### src/rtl/sram_access_ctrl_pkg.sv
// Shared definitions for the SRAM access controller: request sizes, FSM states,
// the latched request record and the request legality check.
package sram_access_ctrl_pkg;

  localparam logic [1:0]  REQ_SIZE_BYTE = 2'd0;
  localparam logic [1:0]  REQ_SIZE_HALF = 2'd1;
  localparam logic [1:0]  REQ_SIZE_WORD = 2'd2;
  localparam logic [1:0]  REQ_SIZE_RSVD = 2'd3;

  localparam logic        TRUE      = 1'b1;
  localparam logic        FALSE     = 1'b0;
  localparam logic [31:0] ZERO_WORD = '0;

  typedef enum logic [1:0] {
    ST_IDLE,
    ST_ACCESS,
    ST_CAPTURE,
    ST_RESP
  } state_e;

  // Only the fields still needed after the SRAM-side outputs have been registered.
  typedef struct packed {
    logic       we;
    logic [1:0] size;
    logic       sgn;
    logic [1:0] off;
  } req_t;

  function automatic logic req_error(input logic [1:0]  size,
                                     input logic [31:0] addr,
                                     input logic [32:0] limit);
    return (size == REQ_SIZE_RSVD) ||
           ((size == REQ_SIZE_HALF) && addr[0]) ||
           ((size == REQ_SIZE_WORD) && (addr[1:0] != 2'b00)) ||
           ({1'b0, addr} >= limit);
  endfunction

endpackage

### src/rtl/sram_access_ctrl_lane_align.sv
// Combinational byte-lane steering: size/offset to lane enables, store data
// replication and big-endian load extraction with sign/zero extension.
module sram_lane_align
  import sram_access_ctrl_pkg::*;
(
  input  logic [1:0]  size,
  input  logic [1:0]  off,
  input  logic        sgn,
  input  logic [31:0] wdata_in,
  input  logic [31:0] rdata_in,
  output logic [3:0]  sel,
  output logic [31:0] wdata_out,
  output logic [31:0] rdata_out
);

  logic [7:0]  lane_byte;
  logic [15:0] lane_half;

  always_comb begin
    // Byte offset k lives in lane 3-k; ~off is 3-off for a 2-bit offset.
    lane_byte = rdata_in[{~off, 3'b000} +: 8];
    lane_half = off[1] ? rdata_in[15:0] : rdata_in[31:16];
    sel       = '0;
    wdata_out = '0;
    rdata_out = '0;
    case (size)
      REQ_SIZE_BYTE: begin
        sel       = 4'b1000 >> off;
        wdata_out = {4{wdata_in[7:0]}};
        rdata_out = {{24{sgn & lane_byte[7]}}, lane_byte};
      end
      REQ_SIZE_HALF: begin
        sel       = off[1] ? 4'b0011 : 4'b1100;
        wdata_out = {2{wdata_in[15:0]}};
        rdata_out = {{16{sgn & lane_half[15]}}, lane_half};
      end
      REQ_SIZE_WORD: begin
        sel       = 4'b1111;
        wdata_out = wdata_in;
        rdata_out = rdata_in;
      end
      default: begin
        sel       = '0;
        wdata_out = '0;
        rdata_out = '0;
      end
    endcase
  end

endmodule

### src/rtl/sram_access_ctrl.sv
// Load/store initiator for a single-port word SRAM with a 1-cycle registered read.
// One transaction in flight; all SRAM-side and response outputs are registered.
module sram_access_ctrl
  import sram_access_ctrl_pkg::*;
#(
  parameter int unsigned MEM_WORDS = 256
) (
  input  logic        clk,
  input  logic        rst_n,
  input  logic        req_valid,
  output logic        req_ready,
  input  logic        req_we,
  input  logic [1:0]  req_size,
  input  logic        req_signed,
  input  logic [31:0] req_addr,
  input  logic [31:0] req_wdata,
  output logic        rsp_valid,
  input  logic        rsp_ready,
  output logic [31:0] rsp_rdata,
  output logic        rsp_err,
  output logic        sram_ce,
  output logic        sram_we,
  output logic [31:0] sram_addr,
  output logic [3:0]  sram_sel,
  output logic [31:0] sram_wdata,
  input  logic [31:0] sram_rdata
);

  localparam logic [32:0] MEM_LIMIT = 33'(MEM_WORDS) * 33'd4;

  state_e      state_q, state_d;
  req_t        req_q, req_d;
  logic        rsp_valid_q, rsp_valid_d;
  logic        rsp_err_q, rsp_err_d;
  logic [31:0] rsp_rdata_q, rsp_rdata_d;
  logic        sram_ce_q, sram_ce_d;
  logic        sram_we_q, sram_we_d;
  logic [31:0] sram_addr_q, sram_addr_d;
  logic [3:0]  sram_sel_q, sram_sel_d;
  logic [31:0] sram_wdata_q, sram_wdata_d;

  logic        is_idle;
  logic        bad_req;
  logic [1:0]  al_size, al_off;
  logic        al_sgn;
  logic [3:0]  al_sel;
  logic [31:0] al_wdata, al_rdata;

  assign is_idle = (state_q == ST_IDLE);
  assign bad_req = req_error(req_size, req_addr, MEM_LIMIT);

  // In IDLE the aligner steers the incoming request (SRAM outputs are registered
  // at accept); afterwards it serves the latched request for load extraction.
  assign al_size = is_idle ? req_size      : req_q.size;
  assign al_off  = is_idle ? req_addr[1:0] : req_q.off;
  assign al_sgn  = is_idle ? req_signed    : req_q.sgn;

  sram_lane_align u_align (
    .size      (al_size),
    .off       (al_off),
    .sgn       (al_sgn),
    .wdata_in  (req_wdata),
    .rdata_in  (sram_rdata),
    .sel       (al_sel),
    .wdata_out (al_wdata),
    .rdata_out (al_rdata)
  );

  always_ff @(posedge clk or negedge rst_n) begin
    if (!rst_n) begin
      state_q      <= ST_IDLE;
      req_q        <= '0;
      rsp_valid_q  <= FALSE;
      rsp_err_q    <= FALSE;
      rsp_rdata_q  <= '0;
      sram_ce_q    <= FALSE;
      sram_we_q    <= FALSE;
      sram_addr_q  <= '0;
      sram_sel_q   <= '0;
      sram_wdata_q <= '0;
    end else begin
      state_q      <= state_d;
      req_q        <= req_d;
      rsp_valid_q  <= rsp_valid_d;
      rsp_err_q    <= rsp_err_d;
      rsp_rdata_q  <= rsp_rdata_d;
      sram_ce_q    <= sram_ce_d;
      sram_we_q    <= sram_we_d;
      sram_addr_q  <= sram_addr_d;
      sram_sel_q   <= sram_sel_d;
      sram_wdata_q <= sram_wdata_d;
    end
  end

  always_comb begin
    state_d = state_q;
    case (state_q)
      ST_IDLE:    if (req_valid) state_d = bad_req ? ST_RESP : ST_ACCESS;
      ST_ACCESS:  state_d = req_q.we ? ST_RESP : ST_CAPTURE;
      ST_CAPTURE: state_d = ST_RESP;
      ST_RESP:    if (rsp_ready) state_d = ST_IDLE;
      default:    state_d = ST_IDLE;
    endcase
  end

  always_comb begin
    req_d        = req_q;
    rsp_valid_d  = rsp_valid_q;
    rsp_err_d    = rsp_err_q;
    rsp_rdata_d  = rsp_rdata_q;
    sram_ce_d    = FALSE;
    sram_we_d    = FALSE;
    sram_addr_d  = '0;
    sram_sel_d   = '0;
    sram_wdata_d = '0;
    case (state_q)
      ST_IDLE: begin
        if (req_valid) begin
          req_d = '{we: req_we, size: req_size, sgn: req_signed, off: req_addr[1:0]};
          if (bad_req) begin
            rsp_valid_d = TRUE;
            rsp_err_d   = TRUE;
            rsp_rdata_d = ZERO_WORD;
          end else begin
            sram_ce_d    = TRUE;
            sram_we_d    = req_we;
            sram_addr_d  = {req_addr[31:2], 2'b00};
            sram_sel_d   = al_sel;
            sram_wdata_d = al_wdata;
          end
        end
      end
      ST_ACCESS: begin
        if (req_q.we) begin
          rsp_valid_d = TRUE;
          rsp_err_d   = FALSE;
          rsp_rdata_d = ZERO_WORD;
        end
      end
      ST_CAPTURE: begin
        rsp_valid_d = TRUE;
        rsp_err_d   = FALSE;
        rsp_rdata_d = al_rdata;
      end
      ST_RESP: begin
        if (rsp_ready) begin
          rsp_valid_d = FALSE;
          rsp_err_d   = FALSE;
          rsp_rdata_d = ZERO_WORD;
        end
      end
      default: ;
    endcase
  end

  assign req_ready  = is_idle;
  assign rsp_valid  = rsp_valid_q;
  assign rsp_err    = rsp_err_q;
  assign rsp_rdata  = rsp_rdata_q;
  assign sram_ce    = sram_ce_q;
  assign sram_we    = sram_we_q;
  assign sram_addr  = sram_addr_q;
  assign sram_sel   = sram_sel_q;
  assign sram_wdata = sram_wdata_q;

endmodule
### config.mk
export PLATFORM = sky130hd
export DESIGN_NAME = sram_access_ctrl
export DESIGN_NICKNAME = d
export VERILOG_FILES = /design/src/rtl/sram_access_ctrl_pkg.sv /design/src/rtl/sram_access_ctrl_lane_align.sv /design/src/rtl/sram_access_ctrl.sv
export SDC_FILE = /design/constraint.sdc
export NUM_CORES = 1
export LEC_CHECK = 0
export CORE_ASPECT_RATIO = 1.1
export CORE_MARGIN = 5
export CORE_UTILIZATION = 45
export CTS_BUF_LIST = sky130_fd_sc_hd__clkbuf_16
export DETAILED_ROUTE_END_ITERATION = 8
export GPL_TIMING_DRIVEN = 0
export PLACE_DENSITY_LB_ADDON = 0.2
export SETUP_SLACK_MARGIN = 0.3
export SLEW_MARGIN = 20
export SYNTH_ARGS = -nofsm -noshare
export SYNTH_HDL_FRONTEND = slang
export SYNTH_SLANG_ARGS = --single-unit
### constraint.sdc
create_clock -name clk -period 5 [get_ports clk]
set_input_delay 0.5 -clock clk [delete_from_list [all_inputs] [get_ports clk]]
set_output_delay 0.5 -clock clk [all_outputs]
set_load 0.05 [all_outputs]
Yosys cells after proc, flatten, opt, wreduce, memory -nomap -nowiden
Index checks and enable logic that the tools add are counted.

operators by class
  magnitude comparators = 1
  multiplexer cells = 40
  equality and inequality tests = 12
  shift operators = 2
  reduce and logical (&&, ||, !) cells = 11
  bitwise operators = 3

operators with widths
  operator                count
  $mux W32                10
  $pmux W32 S3            2
  $pmux W32 S4            1
  $ge A32 B11 Y1 const B  1
  $shiftx A32 B6 Y8       1
  $mux W16                1
  $mux W4                 4
  $mux W1                 13
  $pmux W4 S3             1
  $eq A2 B2 Y1 const B    5
  $mux W2                 5
  $pmux W1 S4             2
  $pmux W2 S4             1
  $eq A2 B1 Y1 const B    3
  $ne A2 B2 Y1 const B    3
  $logic_not A2 Y1        2
  $reduce_and A2 Y1       2
  $reduce_and A4 Y1       1
  $shr A4 B2 Y4 const A   1
  $logic_or A1 B1 Y1      3
  $and A1 B1 Y1           2
  $logic_and A1 B1 Y1     2
  $ne A2 B1 Y1 const B    1
  $not A2 Y2              1
  $reduce_bool A2 Y1      1

storage, ports and cells
  input port bits = 104
  register bits after elaboration = 112
  logic and storage cells = 82
  output and inout bits = 105

Longest topological paths before layout
  word-level depth = 8
  gate-level depth with buffers = 11
  gate-level depth less buffers = 7

By module
Synthesis repeated with hierarchy kept, for this count alone.

second synthesis, totals
  cells, all modules = 489
  area total of the unflattened synthesis = 5272.6 µm²

modules (own cells, without submodules)
  module            cells each  times used  seq. area each (µm²)  area each (µm²)
  sram_access_ctrl  310         1           2752.6                4132.7
  sram_lane_align   179         1           0.0                   1139.8

Worst setup path after synthesis
No wires, ideal clock.

  path type = register to register
  start point = register state_q[0]
  end point = register rsp_rdata_q[15] (netlist: rsp_rdata[15])
  slack = 2.212 ns
  cell stages (with the launch flop) = 11
  arrival = 2.656 ns
  library setup time = 0.132 ns
  path buffers = 4
  required time = 4.868 ns
  period minus slack after synthesis = 2.788 ns
  cell sequence = dfrtp_1 > inv_1 > ha_1 > buf_6 > buf_4 > mux2_2 > clkbuf_1 > a21o_1 > buf_4 > a222oi_1 > o21ai_1

between the ends
  cells in the longest elaborated chain, start to end = 7
  elaborated cells between the ends (all ways) = 21
  those cells by class = eq/ne: 9; shift: 1; mux: 6; bitwise: 2; reduce/logical: 3

RTL lines
  element                 RTL line                           source
  from (decl)             sram_access_ctrl.sv:31             state_e state_q, state_d;
  from (signal assigned)  sram_access_ctrl.sv:82             state_q <= state_d;
  $logic_not A2 Y1 (*)    sram_access_ctrl.sv:49             assign is_idle = (state_q == ST_IDLE);
  via req_ready           sram_access_ctrl.sv:11             output logic req_ready,
  $mux W2                 sram_access_ctrl.sv:55             assign al_off = is_idle ? req_addr[1:0] : req_q.off;
  $not A2 Y2              sram_access_ctrl_lane_align.sv:21  lane_byte = rdata_in[{~off, 3'b000} +: 8];
  $shiftx A32 B6 Y8       sram_access_ctrl_lane_align.sv:21
  $and A1 B1 Y1           sram_access_ctrl_lane_align.sv:30  rdata_out = {{24{sgn & lane_byte[7]}}, lane_byte};
  $pmux W32 S3            sram_access_ctrl_lane_align.sv:26  case (size)
  $pmux W32 S4            sram_access_ctrl.sv:116            case (state_q)
  to (signal assigned)    sram_access_ctrl.sv:86             rsp_rdata_q <= rsp_rdata_d;
  to (decl)               sram_access_ctrl.sv:35             logic [31:0] rsp_rdata_q, rsp_rdata_d;

Mark *: on every way through the listed nets, which the timed path passes. The rest lies on a longest branch.
A chain may end at the register's enable or synchronous reset.

Worst setup path in the final report
  start point = register state_q[1]
  end point = register rsp_rdata_q[18] (netlist: rsp_rdata[18])

between the ends
  cells in the longest elaborated chain, start to end = 7
  elaborated cells between the ends (all ways) = 22
  those cells by class = eq/ne: 9; shift: 1; mux: 6; bitwise: 3; reduce/logical: 3

RTL lines
  element            RTL line
  $logic_not A2 Y1   sram_access_ctrl.sv:49, sram_access_ctrl.sv:116
  $mux W2            sram_access_ctrl.sv:55
  $not A2 Y2         sram_access_ctrl_lane_align.sv:21
  $shiftx A32 B6 Y8  sram_access_ctrl_lane_align.sv:21
  $and A1 B1 Y1      sram_access_ctrl_lane_align.sv:30
  $pmux W32 S3       sram_access_ctrl_lane_align.sv:26
  $pmux W32 S4       sram_access_ctrl.sv:116

Parallel ways exist; a longest one is shown, timed or not.

==> results_dict.tcl <==
set metrics [dict create \
    drcViolationCount 0 \
    power.total_w 0.00395 \
    path_buf_inv 5 \
    drt_wl_total_um 15300 \
    finalSetupViolCount 0 \
    cts_inserted_buffers 9 \
    cts_setup_buffers 0 \
    fin_crit_sh_pct 61.5 \
    synth_area_leader_cell "dfrtp_1" \
    critPathMaxStageDelay_ns 0.49 \
    antenna_left 0 \
    synthMuxAreaShare_pct 3.26 \
    wl_per_cell_um 18.6 \
    nets 785 \
    vdd_drop_max_uv 409 \
    first_pass_iters 6 \
    io_buffer_count 206 \
    post_cts_resized 0 \
    place_ws_ns 1.89 \
    crit_chain "inv_1 -> ha_1 -> buf_6 -> buf_4 -> mux2i_1 -> buf_2 -> nand2_1 -> a21oi_1 -> clkbuf_1 -> a221oi_1 -> o21ai_1" \
    slowest_stage "a21oi_1" \
    die_w_um 107 \
    cap_violations 0 \
    start_kind "register" \
    crit_required_ns 5.27 \
    drt_iter0_drc 234 \
    setup_slack_ns 1.93 \
    grt_start_max_net_pins 69 \
    rows 39 \
    worstMarginPinSlew_ns 0.682 \
    power_density_mw_per_mm2 537 \
    grt.overflow.total 0 \
    synth-simple-area-share_pct 15.6 \
    initial_utilization_pct 45.5 \
    crit_fanout 10 \
    avgSynthCellArea_sq_um 10.7 \
    synthToLayoutAreaGrowth_pct 57.0 \
    slew_viol_final 0 \
    synth_fa_ha_area_share_pct 1.07 \
    clk_pin_slew_ns 0.07 \
    n_antenna_cell 0 \
    dp_hpwl_um 11800 \
    gp_congestion 0.909 \
    ys.flop_type "dfrtp_1" \
    ys_ff_latch 110 \
    cts_tree "yes" \
    synth_cells 436 \
    vias 4408 \
    cts_buffer_depth 2 \
    drive_gt1_share_pct 7.04 \
    synth_top_family_by_area "compound AO/OA/AOI/OAI gates" \
    h-tree-depth 3 \
    critPathCaptureType "register" \
    cellLeakagePower_nw 3.18 \
    status "finished clean" \
    clock_latency_ns 0.34 \
    syn_area_sq_mm 0.00468 \
    yosys.area_share.xor_xnor_pct 0 \
    timing.fmax_mhz 325 \
    holdBufCountCts 0 \
    worst_clock_skew_ns 0.00806 \
    viasPerCell 5.34 \
    io_pins 209 \
    worstPathArrival_ns 3.34 \
    hold_violations 0 \
    cpLargestDelayFamily "buffers and inverters" \
    dpl-instance-area_sq_mm 0.00704 \
    synth.distinct_cells 47 \
    grtUsageTotal_pct 25.0 \
    cts_root_buffer "clkbuf_16" \
    hp-class "input pin to asynchronous set/reset pin" \
    ys_seq_area_share_pct 58.8 \
    synth_top_area_share_pct 58.8 \
    fin_area_sq_mm 0.00736 \
    worst-setup-path-type "register to register" \
    core_area_sq_mm 0.0103 \
    die_y_um 117 \
    antenna_found_initial 0 \
    synth_area_leaders "dfrtp_1, nand2_1, a221oi_1" \
    synth_compound_area_share_pct 17.5 \
    rsz0062_at_grt "no" \
    utilization_pct 71.4 \
    synthArstFlopShare_pct 100 \
    synth_edf_count 0 \
    grt_pass1_wl_um 24300 \
    synth_most_common_cell "dfrtp_1" \
    whs_ns 0.0604 \
    cts_sinks 110 \
    max_slew_margin_pct 54.2 \
    fin_crit_ns 3.07 \
    yosysWarnings 0 \
    synth_top_cells_by_count "dfrtp_1, nand2_1, a21oi_1" \
    grt_pass1_vias 4659 \
    die_area_sq_mm 0.0126 \
]
[area by class of cell]
| type | instances | area (sq um) |
|---|---|---|
| clock inverters | 7 | 90.1 |
| fillers | 778 | 2940 |
| inverters | 5 | 18.8 |
| flip-flops and latches | 110 | 2750 |
| clock buffers | 9 | 225 |
| repair buffers | 207 | 2090 |
| well taps | 143 | 179 |
| plain buffers | 31 | 158 |
| multi-input cells | 313 | 1840 |
[layout by cell type, fill, tap and decap left out, types with 2 or more instances in the layout]
master	n
a211oi_1	2
a21oi_1	32
a221oi_1	24
a222oi_1	8
a22oi_1	9
and3_1	19
buf_2	3
buf_4	4
buf_6	4
bufinv_16	2
clkbuf_1	20
clkbuf_16	9
clkdlybuf4s50_1	205
conb_1	24
dfrtp_1	110
ha_1	4
inv_1	7
mux2_2	10
mux2i_1	4
nand2_1	79
nand2b_1	2
nand3b_1	2
nor2_1	25
nor3_1	3
nor4_1	5
nor4b_4	2
o21ai_0	16
o21ai_1	20
or3b_2	3
[metal layers]
| layer | GRT usage (%) | wire [um] | vias to the layer above |
|---|---|---|---|
| li1 | - | - | 2034 |
| met1 | 29.3 | 5790 | 2096 |
| met2 | 44.1 | 7700 | 245 |
| met3 | 7.46 | 1450 | 33 |
| met4 | 8.61 | 403 | 0 |
| met5 | 0 | 0 | - |
[stage by stage]
step | TNS (ns) | cells
CTS | 0 | 825
global placement | -49.15 | 808
global route | 0 | 825
finish | 0 | 825
floorplan | 0 | 459
detailed placement | 0 | 809
[power by group]
group,switching [W],internal [W],leakage (nW)
combinational,0.00133,0.000747,1.56
clock,0.000313,0.000437,0.162
sequential,0.0000922,0.00103,1.45
total,0.00174,0.00221,3.18
[worst paths after layout]
kind                                      startpoint                        end  slack [ns]  depth (start not counted)
min in group clk           rsp_rdata[10]$_DFFE_PN0P_  rsp_rdata[10]$_DFFE_PN0P_        0.49                          2
max in group asynchronous                      rst_n  rsp_rdata[25]$_DFFE_PN0P_        4.27                          2
setup / recovery              state_q[1]$_DFFE_PN0P_  rsp_rdata[18]$_DFFE_PN0P_        1.93                         11
hold / removal                                 rst_n    sram_addr[27]$_DFF_PN0_        0.06                          1
hold reg to reg            rsp_rdata[10]$_DFFE_PN0P_  rsp_rdata[10]$_DFFE_PN0P_        0.49                          2
setup reg to reg              state_q[1]$_DFFE_PN0P_  rsp_rdata[18]$_DFFE_PN0P_        1.93                         11
[cell families (layout without fill, tap and decap cells)]
logic type      after synthesis  in the layout
compound gates              122            122
fa+ha+maj                     4              4
buf+inv                      36            259
flops                       110            110
mux                          14             14
other cells                   1             24
simple gates                149            149
[flip-flops by register name (all words and copies together) (netlist names)]
register    flops
sram_wdata     32
sram_sel        4
sram_addr      30
sram_ce         1
req_q           6
state_q         2
rsp_err         1
sram_we         1
rsp_rdata      32
rsp_valid       1
[worst register-to-register path, delay by kind of cell, from the launching register on]
family / cells / cell delay (ns)
AOI/OAI and AO/OA: 3 / 0.79
adders and majority gates: 1 / 0.35
DFF: 1 / 0.42
and+or+nand+nor: 1 / 0.08
muxes: 1 / 0.22
buffers and inverters: 5 / 1.13
Note: power is estimated with default switching activity, not from simulation.
==> edit 1, RTL diff (same settings) <==
Re-encode `state_e` (4 states) as one-hot, 4 bits wide.
--- a/src/rtl/sram_access_ctrl_pkg.sv
+++ b/src/rtl/sram_access_ctrl_pkg.sv
@@ -12,9 +12,9 @@
   localparam logic [31:0] ZERO_WORD = '0;
 
-  typedef enum logic [1:0] {
-    ST_IDLE,
-    ST_ACCESS,
-    ST_CAPTURE,
-    ST_RESP
+  typedef enum logic [3:0] {
+    ST_IDLE    = 4'b0001,
+    ST_ACCESS  = 4'b0010,
+    ST_CAPTURE = 4'b0100,
+    ST_RESP    = 4'b1000
   } state_e;
 
Check against the original RTL: no difference found for any inputs over 10 cycles, from zero or initial values and one cycle with rst_n low; not proved beyond that.
==> edit 1 against the original RTL <==
Power down 17%. Synthesized cell count rose by 4.8%. First-iteration DRC count grew 63%. Area after synthesis rose by 11%. Cell area increased by 6.6%. Wire length is 4.6% higher. Die area rose by 10%. Clock power shrank 6.5%. Sequential cell count up 2. Worst setup slack worse by 0.20 ns. Critical path type is now reg2out. Critical endpoint is now req_ready. Largest cell class unchanged.
==> edit 1: results (changes against the original RTL) <==
| Stage | Parameter | This run | Delta |
|:---|:---|:---|:---|
| sta | Final Hold Slack | 0.0683 ns | was 0.0604 ns |
| pwr | Worst supply voltage drop on vdd | 0.293 mV | was 0.409 mV |
| synth | Post-synth top cells | dfrtp_1 (111), nor2_1 (38), a221o_1 (31) | was dfrtp_1 (110), nand2_1 (79), a21oi_1 (32) |
| route | Starting DRC count in detailed routing | 381 | was 234 |
| route | Routed length per placed instance | 18.9 um | was 18.6 um |
| finish | Number of combinational gates with multiple inputs | 318 | was 313 |
| outcome | Status | completed | unchanged |
| worst setup path | Worst reg2reg path endpoint | rsp_rdata[24] | was rsp_rdata[18] |
| global routing | Global-route track usage on met2 | 38.7% | was 44.1% |
| route | Final wirelength | 16000 um | was 15300 um |
| finish | Area of combinational cells with multiple inputs | 2260 sq um | was 1840 sq um |
| finish | Non-Clock Buffer Area Fraction | 29.1% | was 30.6% |
| global routing | Number of global-route vias before repair | 4853 | was 4659 |
| pwr | Internal power summed over all cells | 0.00198 W | was 0.00221 W |
| worst setup path | Startpoint of the worst register-to-register path | state_q[0] | was state_q[1] |
| pwr | Clock net power | 0.000701 W | was 0.000750 W |
| finish | Non-clock inverter count | 6 | was 5 |
| synth | Fraction of synthesized area in multiplexers | 6.53% | was 3.26% |
| synth | Adder-cell share of the synthesized area | 0% | was 1.07% |
| finish | Area fraction of clock buffers and clock inverters | 3.64% | was 4.29% |
| synth | Fraction of the mapped netlist area in compound gates | 21.8% | was 17.5% |
| pwr | Leakage component of the power | 3.52 nW | was 3.18 nW |
| global routing | Gr usage total | 22.9% | was 25.0% |
| pwr | Combinational power share | 48.6% | was 52.6% |
| finish | Number of nets at the end of the flow | 799 | was 785 |
| placement | Post-DP HPWL | 12300 um | was 11800 um |
| finish | Seq cells | 112 | was 110 |
| global routing | Global Route met1 Usage | 29.1% | was 29.3% |
| pwr | Overall power | 0.00329 W | was 0.00395 W |
| worst setup path | Data arrival time of the critical path | 2.77 ns | was 3.34 ns |
-- edit 1: cell count changes after synthesis, moves of 10 or more --
cell	before	now
a32o_1	0	16
nand3_1	1	17
nand2_1	79	17
nor2_1	25	38
o21ai_0	16	5
and2_1	0	19
a221oi_1	24	0
a21oi_1	32	8
and3_1	19	9
o21ai_1	20	0
a221o_1	0	31
a21o_1	1	19
-- edit 1: worst max path at each step --
| stage | start | end | slack [ns] | depth (start not counted) |
|---|---|---|---|---|
| 3_5_place_dp | state_q[0] | rsp_rdata[24] | 1.94 | 9 |
| 5_1_grt | state_q[0] | req_ready | 1.68 | 5 |
| 3_3_place_gp | rst_n | rsp_rdata[29] | -0.69 | 1 |
| 4_1_cts | state_q[0] | req_ready | 1.73 | 5 |
| 6_report | state_q[0] | req_ready | 1.73 | 5 |
| 2_1_floorplan | state_q[0] | rsp_rdata[16] | 2.09 | 9 |
-- edit 1: metal layers --
layer  vias up  wire [um]
met1      2327       6520
li1       2168          -
met2       260       7830
met3        46       1190
met4         0        499
met5         -          0
==> edit 2, RTL diff (config.mk and constraints unchanged) <==
Made on the original files. The parameter `MEM_WORDS` goes from 256 to 192.
--- a/src/rtl/sram_access_ctrl.sv
+++ b/src/rtl/sram_access_ctrl.sv
@@ -4,5 +4,5 @@
   import sram_access_ctrl_pkg::*;
 #(
-  parameter int unsigned MEM_WORDS = 256
+  parameter int unsigned MEM_WORDS = 192
 ) (
   input  logic        clk,
Formal check against the unedited RTL: not equivalent (Yosys sat finds a counterexample within 4 cycles, from zero or initial values and one cycle with rst_n low).
==> edit 2 against the original RTL <==
Power up 1.1%. Clock power decreased by 7.3%. Non-clock buffer count fell by 4. Cell area fell by 1.6%. Combinational power rose by 2%. Wire length shrank 3.8%. Area after synthesis shrank 1.4%. Sequential cell count is the same. Worst setup slack improved by 0.062 ns. Largest power group unchanged.
==> edit 2: results (changes against the original RTL) <==
| Stage | Parameter | This run | Delta |
|:---|:---|:---|:---|
| outcome | Status | completed | unchanged |
| global routing | Global-route wire length before repair | 23100 um | was 24300 um |
| pwr | Leakage component of the power | 3.15 nW | was 3.18 nW |
| worst setup path | Data arrival time of the critical path | 3.28 ns | was 3.34 ns |
| synth | Main area contributors after synthesis | dfrtp_1 (60%), o2bb2ai_1 (6.1%), nand2_1 (4.5%), a21oi_1 (3.2%), a211oi_1 (2.6%) | was dfrtp_1 (59%), nand2_1 (6.3%), a221oi_1 (4.5%), a21oi_1 (3.4%), and3_1 (2.5%) |
| finish | Filler instances | 711 | was 778 |
| global routing | Number of global-route vias before repair | 4438 | was 4659 |
| synth | Fraction of the mapped netlist area in compound gates | 18.9% | was 17.5% |
| worst setup path | Setup slack of the worst register-to-register path | 1.99 ns | was 1.93 ns |
| worst setup path | Worst Reg2Reg Path Length in Cells | 9 | was 11 |
| route | Met2 WL post-DR | 7560 um | was 7700 um |
| placement | Post-DP HPWL | 11300 um | was 11800 um |
| route | Routed wire length on met3 | 1030 um | was 1450 um |
| route | Routed length per placed instance | 19.2 um | was 18.6 um |
| finish | Number of nets at the end of the flow | 751 | was 785 |
| synth | Fraction of synthesized area in multiplexers | 4.49% | was 3.26% |
| global routing | Gr usage total | 24.0% | was 25.0% |
| sta | Final Skew | 0.00516 ns | was 0.00806 ns |
| sta | Worst-margin pin slew | 0.830 ns | was 0.682 ns |
| pwr | Internal power summed over all cells | 0.00216 W | was 0.00221 W |
| finish | Share of layout cells above drive strength 1 | 7.87% | was 7.04% |
| worst setup path | Worst reg2reg path endpoint | rsp_rdata[6] | was rsp_rdata[18] |
| route | Iteration count of the initial detailed-routing pass | 5 | was 6 |
| pwr | Proportion of power drawn by the clock network | 17.4% | was 19.0% |
| synth | Sequential-to-total area share from yosys stat | 59.6% | was 58.8% |
| synth | Post-synth top cells | dfrtp_1 (110), nand2_1 (56), o2bb2ai_1 (32) | was dfrtp_1 (110), nand2_1 (79), a21oi_1 (32) |
| synth | Yosys cell types | 46 | was 47 |
| sta | Final Hold Slack | 0.109 ns | was 0.0604 ns |
| placement | GP Congestion | 0.905 | was 0.909 |
-- edit 2: metrics by stage --
step,cells,util [%],setup TNS (ns),setup slack [ns],cell area [sq um]
after global routing,768,72.9,0,1.87,7240
after detailed placement,752,69.9,0,2.01,6950
after CTS,768,72.9,0,1.99,7240
after floorplan,425,-,0,2.43,4710
final,768,72.9,0,1.99,7240
after global placement,751,69.6,-53.36,-0.491,6920
-- edit 2: worst max-delay path, cell delays in order (launching register included) --
cell and delay, ns:
dfrtp_1 0.44, inv_1 0.13, ha_1 0.25, buf_4 0.21
buf_6 0.17, mux2i_2 0.36, nand2_1 0.19, a21oi_1 0.68
a222oi_1 0.31, o2bb2ai_1 0.20
-- edit 2: power groups by stage --
stage                     Combinational (W)  Sequential [W]  Clock [W]
after global routing                0.00229         0.00118   0.000740
final                               0.00213         0.00116   0.000695
after CTS                           0.00214         0.00116   0.000705
after detailed placement            0.00213         0.00117          0
after floorplan                    0.000980         0.00160          0
after global placement              0.00209         0.00117          0
-- edit 2: worst max-delay path by stage --
stage	start	end	slack (ns)	cells past startpoint
6_report	state_q[1]	rsp_rdata[6]	1.99	9
5_1_grt	state_q[1]	rsp_rdata[6]	1.87	9
4_1_cts	state_q[1]	rsp_rdata[6]	1.99	9
3_5_place_dp	req_size[0]	rsp_rdata[6]	2.01	6
3_3_place_gp	rst_n	rsp_rdata[4]	-0.49	1
2_1_floorplan	state_q[0]	rsp_rdata[0]	2.43	8
-- edit 2: kinds of logic after synthesis --
logic type               Yosys count
flip-flops                       110
multiplexers                      18
adder cells (fa/ha/maj)            4
AND/OR/NAND/NOR                  119
other                              1
AO/OA/AOI/OAI                    117
buffers and inverters             33
-- edit 2: metal layers --
metal  vias to the layer above  track usage (%)
met5                         -                0
met4                         0             8.70
met1                      2049             29.3
met2                       184             42.4
met3                        20             5.03
li1                       1933                -
-- edit 2: cell type report --
| class | count | share of cell area, % |
|---|---|---|
| clock buffer | 9 | 3.11 |
| inverter | 6 | 0.311 |
| timing repair buffer | 207 | 28.9 |
| multi-input combinational | 282 | 24.7 |
| tap | 120 | 2.07 |
| buffer | 27 | 2.02 |
| clock inverter | 7 | 0.933 |
| sequential | 110 | 38.0 |
